--- src/rtl/pds_switch.sv ---
// Packet switch core: routes {source, target, data} packets from one upstream
// port into per-output FIFOs, each drained through its own valid/ready port.
module pds_switch #(
    parameter int unsigned SRC_W     = 4,
    parameter int unsigned TGT_W     = 4,
    parameter int unsigned DATA_W    = 8,
    parameter int unsigned NUM_PORTS = 4,
    parameter int unsigned DEPTH     = 4,
    parameter int unsigned DROP_SELF = 0,
    parameter int unsigned CNT_W     = 16
) (
    input  logic                                          clk,
    input  logic                                          reset,
    input  logic [SRC_W+TGT_W+DATA_W-1:0]                 data_ip,
    input  logic                                          valid_up,
    output logic                                          ready_up,
    output logic [NUM_PORTS*(SRC_W+TGT_W+DATA_W)-1:0]     data_op,
    output logic [NUM_PORTS-1:0]                          valid_op,
    input  logic [NUM_PORTS-1:0]                          ready_op,
    output logic                                          drop_pulse,
    output logic [CNT_W-1:0]                              drop_cnt
);
    localparam int unsigned PKT_W = SRC_W + TGT_W + DATA_W;
    localparam int unsigned PTR_W = $clog2(DEPTH);
    localparam int unsigned OCC_W = PTR_W + 1;
    localparam int unsigned CMP_W = (SRC_W > TGT_W) ? SRC_W : TGT_W;

    logic [SRC_W-1:0]     src;
    logic [TGT_W-1:0]     tgt;
    logic                 illegal;
    logic                 tgt_full;
    logic                 accept;
    logic [NUM_PORTS-1:0] full;
    logic [NUM_PORTS-1:0] push;

    assign src = data_ip[PKT_W-1 -: SRC_W];
    assign tgt = data_ip[DATA_W +: TGT_W];

    // Classify the packet on data_ip and look up the fullness of its target queue
    always_comb begin
        illegal  = (32'(tgt) >= NUM_PORTS) ||
                   ((DROP_SELF != 0) && (CMP_W'(src) == CMP_W'(tgt)));
        tgt_full = 1'b0;
        for (int unsigned p = 0; p < NUM_PORTS; p++) begin
            if (32'(tgt) == p) begin
                tgt_full = full[p];
            end
        end
    end

    // Space is judged on registered occupancy only; a same-cycle pop never frees it
    assign ready_up = !reset && (illegal || !tgt_full);
    assign accept   = valid_up && ready_up;

    for (genvar p = 0; p < NUM_PORTS; p++) begin : g_port
        logic [PKT_W-1:0] mem [DEPTH];
        logic [PTR_W-1:0] wr_ptr;
        logic [PTR_W-1:0] rd_ptr;
        logic [OCC_W-1:0] occ;
        logic             pop;

        assign push[p]     = accept && !illegal && (32'(tgt) == 32'(p));
        assign pop         = valid_op[p] && ready_op[p] && !reset;
        assign full[p]     = (occ == OCC_W'(DEPTH));
        assign valid_op[p] = (occ != '0);
        assign data_op[p*PKT_W +: PKT_W] = mem[rd_ptr];

        always_ff @(posedge clk) begin
            if (reset) begin
                wr_ptr <= '0;
                rd_ptr <= '0;
                occ    <= '0;
            end else begin
                if (push[p]) begin
                    wr_ptr <= wr_ptr + PTR_W'(1);
                end
                if (pop) begin
                    rd_ptr <= rd_ptr + PTR_W'(1);
                end
                occ <= occ + OCC_W'(push[p]) - OCC_W'(pop);
            end
        end

        // Storage is left unreset; occupancy alone decides what is visible
        always_ff @(posedge clk) begin
            if (push[p]) begin
                mem[wr_ptr] <= data_ip;
            end
        end
    end

    // Drop reporting: one-cycle pulse plus a saturating total
    always_ff @(posedge clk) begin
        if (reset) begin
            drop_pulse <= 1'b0;
            drop_cnt   <= '0;
        end else begin
            drop_pulse <= accept && illegal;
            if (accept && illegal && (drop_cnt != {CNT_W{1'b1}})) begin
                drop_cnt <= drop_cnt + CNT_W'(1);
            end
        end
    end

endmodule

--- config.mk ---
export PLATFORM = sky130hd
export DESIGN_NAME = pds_switch
export DESIGN_NICKNAME = d
export VERILOG_FILES = /design/src/rtl/pds_switch.sv
export SDC_FILE = /design/constraint.sdc
export NUM_CORES = 1
export LEC_CHECK = 0
export ABC_AREA = 1
export ABC_CLOCK_PERIOD_IN_PS = 2600
export CAP_MARGIN = 25
export CORE_ASPECT_RATIO = 0.5
export CORE_UTILIZATION = 40
export CTS_CLUSTER_SIZE = 20
export DETAILED_ROUTE_END_ITERATION = 7
export PLACE_DENSITY = 0.62
export SLEW_MARGIN = 5
export SYNTH_ARGS = -nofsm -noshare
export SYNTH_HDL_FRONTEND = slang
export SYNTH_SLANG_ARGS = --single-unit
export TNS_END_PERCENT = 20
--- constraint.sdc ---
create_clock -name clk -period 2.6 [get_ports clk]
set_clock_uncertainty 0.15 [all_clocks]
set_input_delay 0.26 -clock clk [delete_from_list [all_inputs] [get_ports clk]]
set_output_delay 0.26 -clock clk [all_outputs]
set_load 0.02 [all_outputs]
# Word-level counts from Yosys, hierarchy flattened
# Memories as Yosys holds them, arrays and structs flattened. A register that Yosys moved wholly into a read port is not among the register bits.
# Index checks and enable logic that the tools add are counted.
dict set report totals {
  regBits 45
  ramBits 256
  inputBits 23
  out_inout_bits 86
  wordCells 90
  n_memories 4
}
dict set report op_classes {
  n_addsub 17
  order_cmp 1
  n_eq_ne 8
  mux 20
  reduce_logical 26
}
# name depth word_bits read_ports rd_ports_with_merged_regs write_ports line_no
set mem_list {}
lappend mem_list {{g_port[0].mem} 4 16 1 1 1 56} ;# logic [PKT_W-1:0] mem [DEPTH];
lappend mem_list {{g_port[1].mem} 4 16 1 1 1 56}
lappend mem_list {{g_port[2].mem} 4 16 1 1 1 56}
lappend mem_list {{g_port[3].mem} 4 16 1 1 1 56}
# cell n
set ops {}
lappend ops {{1-bit logical AND} 17}
lappend ops {{16-bit by 1-bit adder with 16-bit output (second input constant)} 1}
lappend ops {{2-bit by 1-bit adder with 2-bit output (second input constant)} 8}
lappend ops {{2-bit two-way mux} 8}
lappend ops {{16-bit != test (second input constant)} 1}
lappend ops {{3-bit by 1-bit adder with 3-bit output} 4}
lappend ops {{3-bit equality test (second input constant)} 4}
lappend ops {{1-bit two-way mux} 12}
lappend ops {{3-bit nonzero test} 4}
lappend ops {{3-bit by 1-bit subtractor with 3-bit output} 4}
lappend ops {{4-bit by 2-bit equality test with 1-bit output (second input constant)} 2}
lappend ops {{4-bit by 1-bit equality test with 1-bit output (second input constant)} 1}
lappend ops {{4-bit by 3-bit >= comparator with 1-bit output (second input constant)} 1}
lappend ops {{4-bit zero test} 1}
lappend ops {{1-bit zero test} 3}
lappend ops {{1-bit logical OR} 1}

# Depth between registers and ports, before layout
# Gate-level depths: netlist (run 1).
dict set report depth {
  word_depth 13
  ltp_mapped 17
  ltp_nobuf 17
}

# Least setup slack after synthesis (run 1)
# OpenSTA, ideal clock, no wires.
dict set report synth_path {
  path_type {input port to flip-flop}
  from {input data_ip[11]}
  to {memory g_port[0].mem[0][0] in the netlist's numbering, enable pin}
  setup_time_ns 0.389
  arrival_ns 1.858
  required_ns 2.061
  slack_ns 0.204
  stages 11
  n_path_buf 0
  path_cell_list {inv_2 nand2_8 nor2_4 nand2_1 nand2_1 nor2_2 nand2_4 nand3_4 nor2_8 nand2_4 nor2_1}
}
dict set report synth_between {
  elab_chain_cells 13
  elab_cells_between_ends 18
  cone_classes {order compare (1); eq/ne (3); mux (6); reduce/logical (8)}
}
# element line_no
set synth_rtl {}
lappend synth_rtl {{start, declared} 14} ;# input logic [SRC_W+TGT_W+DATA_W-1:0] data_ip,
lappend synth_rtl {{4-bit zero test} {45, 62}}
lappend synth_rtl {{1-bit two-way mux (4 in a row)} 45} ;# if (32'(tgt) == p) begin
lappend synth_rtl {{1-bit zero test} 52} ;# assign ready_up = !reset && (illegal || !tgt_full);
lappend synth_rtl {{1-bit logical OR} 52}
lappend synth_rtl {{1-bit logical AND} 52}
lappend synth_rtl {{1-bit logical AND} 53} ;# assign accept = valid_up && ready_up;
lappend synth_rtl {{1-bit logical AND} 62} ;# assign push[p] = accept && !illegal && (32'(tgt) == 32'(p));
lappend synth_rtl {{1-bit logical AND (*)} 62}
lappend synth_rtl {{1-bit two-way mux (*)} 86} ;# if (push[p]) begin
lappend synth_rtl {{1-bit two-way mux (not written as such) (*)} 87} ;# mem[wr_ptr] <= data_ip;
lappend synth_rtl {{end, declared} 56}
# Mark *: on every way between the ends. The rest lies on a longest branch, timed or not.

==> results_dict.tcl, run 1 <==
set metrics [dict create \
    period_needed_ns 2.53 \
    wl_met1_mm 12.6 \
    hpwlAfterDp_mm 18.2 \
    clkSlewWorstSetupHoldPaths_ns 0.06 \
    area_delta_synth_final_pct 24.9 \
    synth_most_common_cell "edfxtp_1" \
    cellLeakagePower_nw 5.89 \
    top_layer_used "met4" \
    wl_met2_mm 13.6 \
    dieArea_um2 31800 \
    slew_headroom_pct 46.5 \
    drt-total-wl_mm 28.6 \
    synth_area_um2 12400 \
    avgViaCountPerCell 5.00 \
    drc 0 \
    worstPathCellList "buf_8 -> o21ai_0 -> o22ai_1 -> clkdlybuf4s50_1" \
    rsz0062_at_grt "yes" \
    fin_crit_sh_pct 97.1 \
    n_antenna_cell 0 \
    n_fill_cell 2634 \
    syn_area_per_cell_um2 12.1 \
    yosys_warnings 0 \
    tightest_slew_ns 0.801 \
    setup_viol 0 \
    grt.total_usage_pct 18.0 \
    syn_nets 1078 \
    setup_ws_ns 0.0749 \
    row_count 45 \
    num_vias 8136 \
    cp.buffers_inverters 2 \
    cts_buffers 29 \
    worstSkewPairLatency_ns 0.56 \
    io_pins 109 \
    synth_cell_type_count 34 \
    yosysSeqAreaShare_pct 70.5 \
    cap_violations 0 \
    max_freq_mhz 396 \
    pre_cts_ws_ns -0.474 \
    worstSetupEndpointType "output port" \
    synth_edf_count 256 \
    slew_violations 0 \
    power.density_nw_per_um2 732 \
    cts_tree "built" \
    ir_worst_vdd_mv 0.541 \
    routedWlPerCell_um 17.6 \
    synth.area.top_cells "edfxtp_1 (62%), dfxtp_1 (8.6%), nor2_1 (6.0%)" \
    critPathKind "register to output port" \
    grt_overflow 0 \
    postSynth.asyncResetShare_pct 0 \
    synth.top_cell.area_share_pct 62.0 \
    first_pass_iters 5 \
    clockBufferDepth 3 \
    final_util_pct 51.0 \
    final_antenna_net_count 0 \
    synth.largest_area_cell "edfxtp_1" \
    grt_pass1_wl_mm 44.4 \
    hold_buffers 0 \
    start_kind "register" \
    antenna_found_initial 0 \
    grt_max_degree 33 \
    die_w_um 251 \
    worst_ep_arrival_time_ns 2.12 \
    hold_class "input port to register" \
    hold_viol_final 0 \
    gp_congestion 0.857 \
    critical-path-top-delay-family "buffers and inverters" \
    dr.first_iter.drc_count 458 \
    cp_max_fo 32 \
    wl_met3_mm 1.75 \
    start_util_pct 40.8 \
    die_y_um 127 \
    slowest_delay_ns 0.64 \
    cts_sinks 309 \
    dominantRegCellSynth "edfxtp_1" \
    fp.coreArea_um2 30400 \
    netlist_instances 1026 \
    nNetsFinal 1257 \
    htree_levels 1 \
    outcome "finished, final reports clean" \
    port-buffer-count 108 \
    synth-seq-cells 309 \
    grt_pass1_vias 8189 \
    worst_path_max_delay_cell "clkdlybuf4s50_1" \
    synth_commonest_cells "edfxtp_1 (256), nor2_1 (199), o21ai_0 (146)" \
    crit_required_ns 2.19 \
    ctsRootBufferMaster "clkbuf_16" \
    layout-drive-gt1-share_pct 12.6 \
]
-- sequential cells by signal, summed over array words and instances, names as in the netlist, named ones only --
signal,cells
drop_cnt,16
g_port.wr_ptr,8
g_port.occ,12
g_port.mem,256
g_port.rd_ptr,8
drop_pulse,1
-- final timing paths --
| path | startpoint | to | slack (ns) | cells past startpoint |
|---|---|---|---|---|
| max | register | data_op[54] | 0.07 | 4 |
| min | data_ip[10] | g_port[2].mem[0][10] | 0.20 | 2 |
| max reg2reg | g_port[1].occ[2] | g_port[3].occ[2] | 0.10 | 13 |
| min reg2reg | g_port[3].rd_ptr[1] | register | 0.31 | 2 |
-- metal layers --
| metal | global-route usage, % | up-vias |
|---|---|---|
| met5 | 0 | - |
| met4 | 4.73 | 0 |
| met3 | 3.16 | 51 |
| met2 | 30.8 | 188 |
| met1 | 23.9 | 3923 |
| li1 | - | 3974 |
-- timing repair --
action | 4_1_cts | 5_1_grt
endpoints found under the hold margin | 0 | 0
endpoints found under the setup margin | 64 | 28
buffers inserted | 3 | 0
pin swaps | 0 | 0
resized for setup | 51 | 28
-- area by class of cell --
class | instances | area (um2) | share of cell area (%)
Clock buffer | 38 | 790 | 5.10
Clock inverter | 16 | 97.6 | 0.630
Inverter | 86 | 327 | 2.11
Multi-Input combinational cell | 591 | 3160 | 20.4
Sequential cell | 309 | 8760 | 56.5
Tap cell | 399 | 499 | 3.22
Timing Repair Buffer | 188 | 1870 | 12.1
-- stage by stage --
stage,area (um2),instances,total power [mW],hold WS [ns],TNS (ns)
finish,15500,1627,11.3,0.199,0
global route,15500,1627,11.8,0.198,-0.0533
CTS,15400,1627,11.5,0.299,-0.0903
detailed placement,14500,1570,7.55,0.304,-49.54
global placement,14500,1570,7.51,0.299,-33.61
floorplan,12400,1026,6.63,0.209,0
-- placed cells by master (no fill, tap or decap), types with 23 or more instances in the layout --
cell type and n:
clkbuf_16 29, edfxtp_1 256, dlymetal6s2s_1 23, dfxtp_1 47, o21ai_0 146, nand2_1 60
inv_1 82, a21oi_1 24, ha_1 25, dlygate4sd2_1 40, nor2_1 199, o22ai_1 64
buf_4 65, clkdlybuf4s50_1 44
-- report_power, final --
| group | switching [mW] | leakage [nW] | internal [mW] |
|---|---|---|---|
| Combinational | 1.14 | 2.72 | 0.728 |
| Clock | 1.81 | 0.435 | 2.15 |
| Sequential | 0.0846 | 2.73 | 5.44 |
-- cells by family (layout without fill, tap and decap cells) --
family,Yosys count,in the layout,share of synthesized area (%)
simple gates,316,316,11.2
flops,309,309,70.5
compound gates,235,235,10.2
buf+inv,126,328,4.14
fa+ha+maj,29,29,3.17
xor+xnor,11,11,0.777
Note: power is estimated with default switching activity, not from simulation.
==> inputs of run 2 (changes only) <==
Settings changed: CORE_MARGIN from default to 4.
==> results_dict.tcl, run 2 (synthesis results as in run 1) <==
set metrics [dict create \
    outcome "finished, final reports clean" \
    ff2ff_setup_slack_ns 0.13 \
    hp-start "data_ip[8]" \
    pwr-share-clk_pct 37.0 \
    worstPathCellList "inv_1 -> buf_4 -> o21ai_0 -> o22ai_1 -> dlygate4sd2_1" \
    worst_ep_arrival_time_ns 2.07 \
    port-buffer-count 108 \
    start_kind "register" \
    fp.coreArea_um2 30500 \
    grt.total_usage_pct 16.2 \
    dieArea_um2 34100 \
    gp_congestion 0.827 \
    cts_tree "built" \
    r2r_cells 15 \
    cts_sinks 309 \
    nNetsFinal 1251 \
    layout_common_cells "edfxtp_1 (256), nor2_1 (199), o21ai_0 (146)" \
    placed_cell_area_um2 14600 \
    final_antenna_net_count 0 \
    ir_worst_vdd_mv 0.513 \
    routedWlPerCell_um 17.4 \
    hold_path_end "g_port[1].mem[2][8]" \
    hold_viol_final 0 \
    mostFrequentLayoutCell "edfxtp_1" \
    p_sw_share_pct 26.0 \
    start_util_pct 40.7 \
    p_int_mw 8.62 \
    setup_ws_ns 0.118 \
    clkSlewWorstSetupHoldPaths_ns 0.06 \
    max_freq_mhz 403 \
    final_cell_area_um2 15600 \
    critPathKind "register to output port" \
    cellLeakagePower_nw 5.85 \
    grt_pass1_wl_mm 43.8 \
    cts_buffers 29 \
    ctsRootBufferMaster "clkbuf_16" \
    num_vias 8235 \
    slowest_delay_ns 0.42 \
    dr.first_iter.drc_count 536 \
    die_y_um 133 \
    rsz0062_at_grt "no" \
    timing.rr.start "g_port[2].occ[1]" \
    antenna_found_initial 1 \
    htree_levels 1 \
    row_count 45 \
    grt_max_degree 33 \
    die_w_um 257 \
    hold_path_depth 2 \
    hold_slack_ns 0.297 \
    pre_cts_ws_ns -0.418 \
    cap_violations 0 \
    reg2reg_to "g_port[3].occ[2]" \
    clockBufferDepth 3 \
    setup_viol 0 \
    seqPwrFrac_pct 47.4 \
    fin_setup_tns_ns 0 \
    n_antenna_cell 0 \
    p_comb_share_pct 15.6 \
    reg_top3 "g_port.mem: 256 flops, drop_cnt: 16 flops, g_port.occ: 12 flops" \
    cp_max_fo 17 \
    slew_violations 0 \
    p_switching_mw 3.03 \
    first_pass_iters 5 \
    fin_crit_sh_pct 95.5 \
    slew_headroom_pct 44.0 \
    grt_overflow 0 \
    hold_class "input port to register" \
    worst_path_max_delay_cell "dfxtp_2" \
    drt-total-wl_mm 28.5 \
    period_needed_ns 2.48 \
    avgViaCountPerCell 5.01 \
    worstSkewPairLatency_ns 0.56 \
    tightest_slew_ns 0.837 \
    regMostFlops "g_port.mem" \
    layout-drive-gt1-share_pct 12.5 \
    area_delta_synth_final_pct 25.4 \
    grt_pass1_vias 7970 \
    hpwlAfterDp_mm 18.4 \
    drc 0 \
    power.density_nw_per_um2 749 \
    crit_required_ns 2.19 \
    io_pins 109 \
    worstSetupEndpointType "output port" \
    largest_register_ffs 256 \
]
-- run 2: final cells by class --
| class | instances | area, um2 |
|---|---|---|
| Multi-Input combinational cell | 591 | 3160 |
| Tap cell | 423 | 529 |
| Fill cell | 2599 | 14900 |
| Inverter | 86 | 327 |
| Clock buffer | 34 | 754 |
| Timing Repair Buffer | 182 | 1810 |
| Clock inverter | 20 | 218 |
| Sequential cell | 309 | 8750 |
-- run 2: metal layers --
layer  share of wire [%]  track usage, %  up-vias
met1                  45            21.6     4023
met2                  48            27.2      198
met3                 5.2            3.48       38
met4                 2.3            4.11        2
met5               0.049               0        -
li1                    -               -     3974
-- run 2: worst max path at each step --
stage,from,endpoint,cells after the start
after floorplan,data_ip[11],g_port[0].mem[0][0],11
after global placement,data_ip[9],g_port[1].occ[2],17
after detailed placement,data_ip[9],g_port[2].occ[2],17
after CTS,register,data_op[43],5
after global routing,data_ip[9],g_port[2].occ[2],17
final,register,data_op[24],5
-- run 2: per-stage QoR --
step | power (mW) | cells | util (%)
floorplan | 6.63 | 1026 | -
global placement | 7.50 | 1589 | 47.8
detailed placement | 7.53 | 1589 | 47.8
CTS | 11.8 | 1645 | 50.9
global route | 12.2 | 1645 | 51.1
finish | 11.7 | 1645 | 51.1
-- run 2: worst max-delay path, delay by kind of cell (launching register included) --
family / cells / cell delay (ns)
AOI/OAI and AO/OA: 2 / 0.39
buffers and inverters: 3 / 0.70
DFF: 1 / 0.42
-- run 2: repair_timing --
item / 4_1_cts / 5_1_grt
setup buffers: 2 / 0
pin swaps: 0 / 0
endpoints found under the setup margin: 65 / 16
hold buffers: 0 / 0
gates resized for setup: 63 / 17
-- run 2: power by group through the flow --
stage	combinational (mW)	sequential, mW	clock (mW)
2_1_floorplan	1.02	5.61	0
3_5_place_dp	1.91	5.62	0
6_report	1.82	5.53	4.31
3_3_place_gp	1.88	5.62	0
4_1_cts	1.85	5.52	4.40
5_1_grt	1.99	5.54	4.63
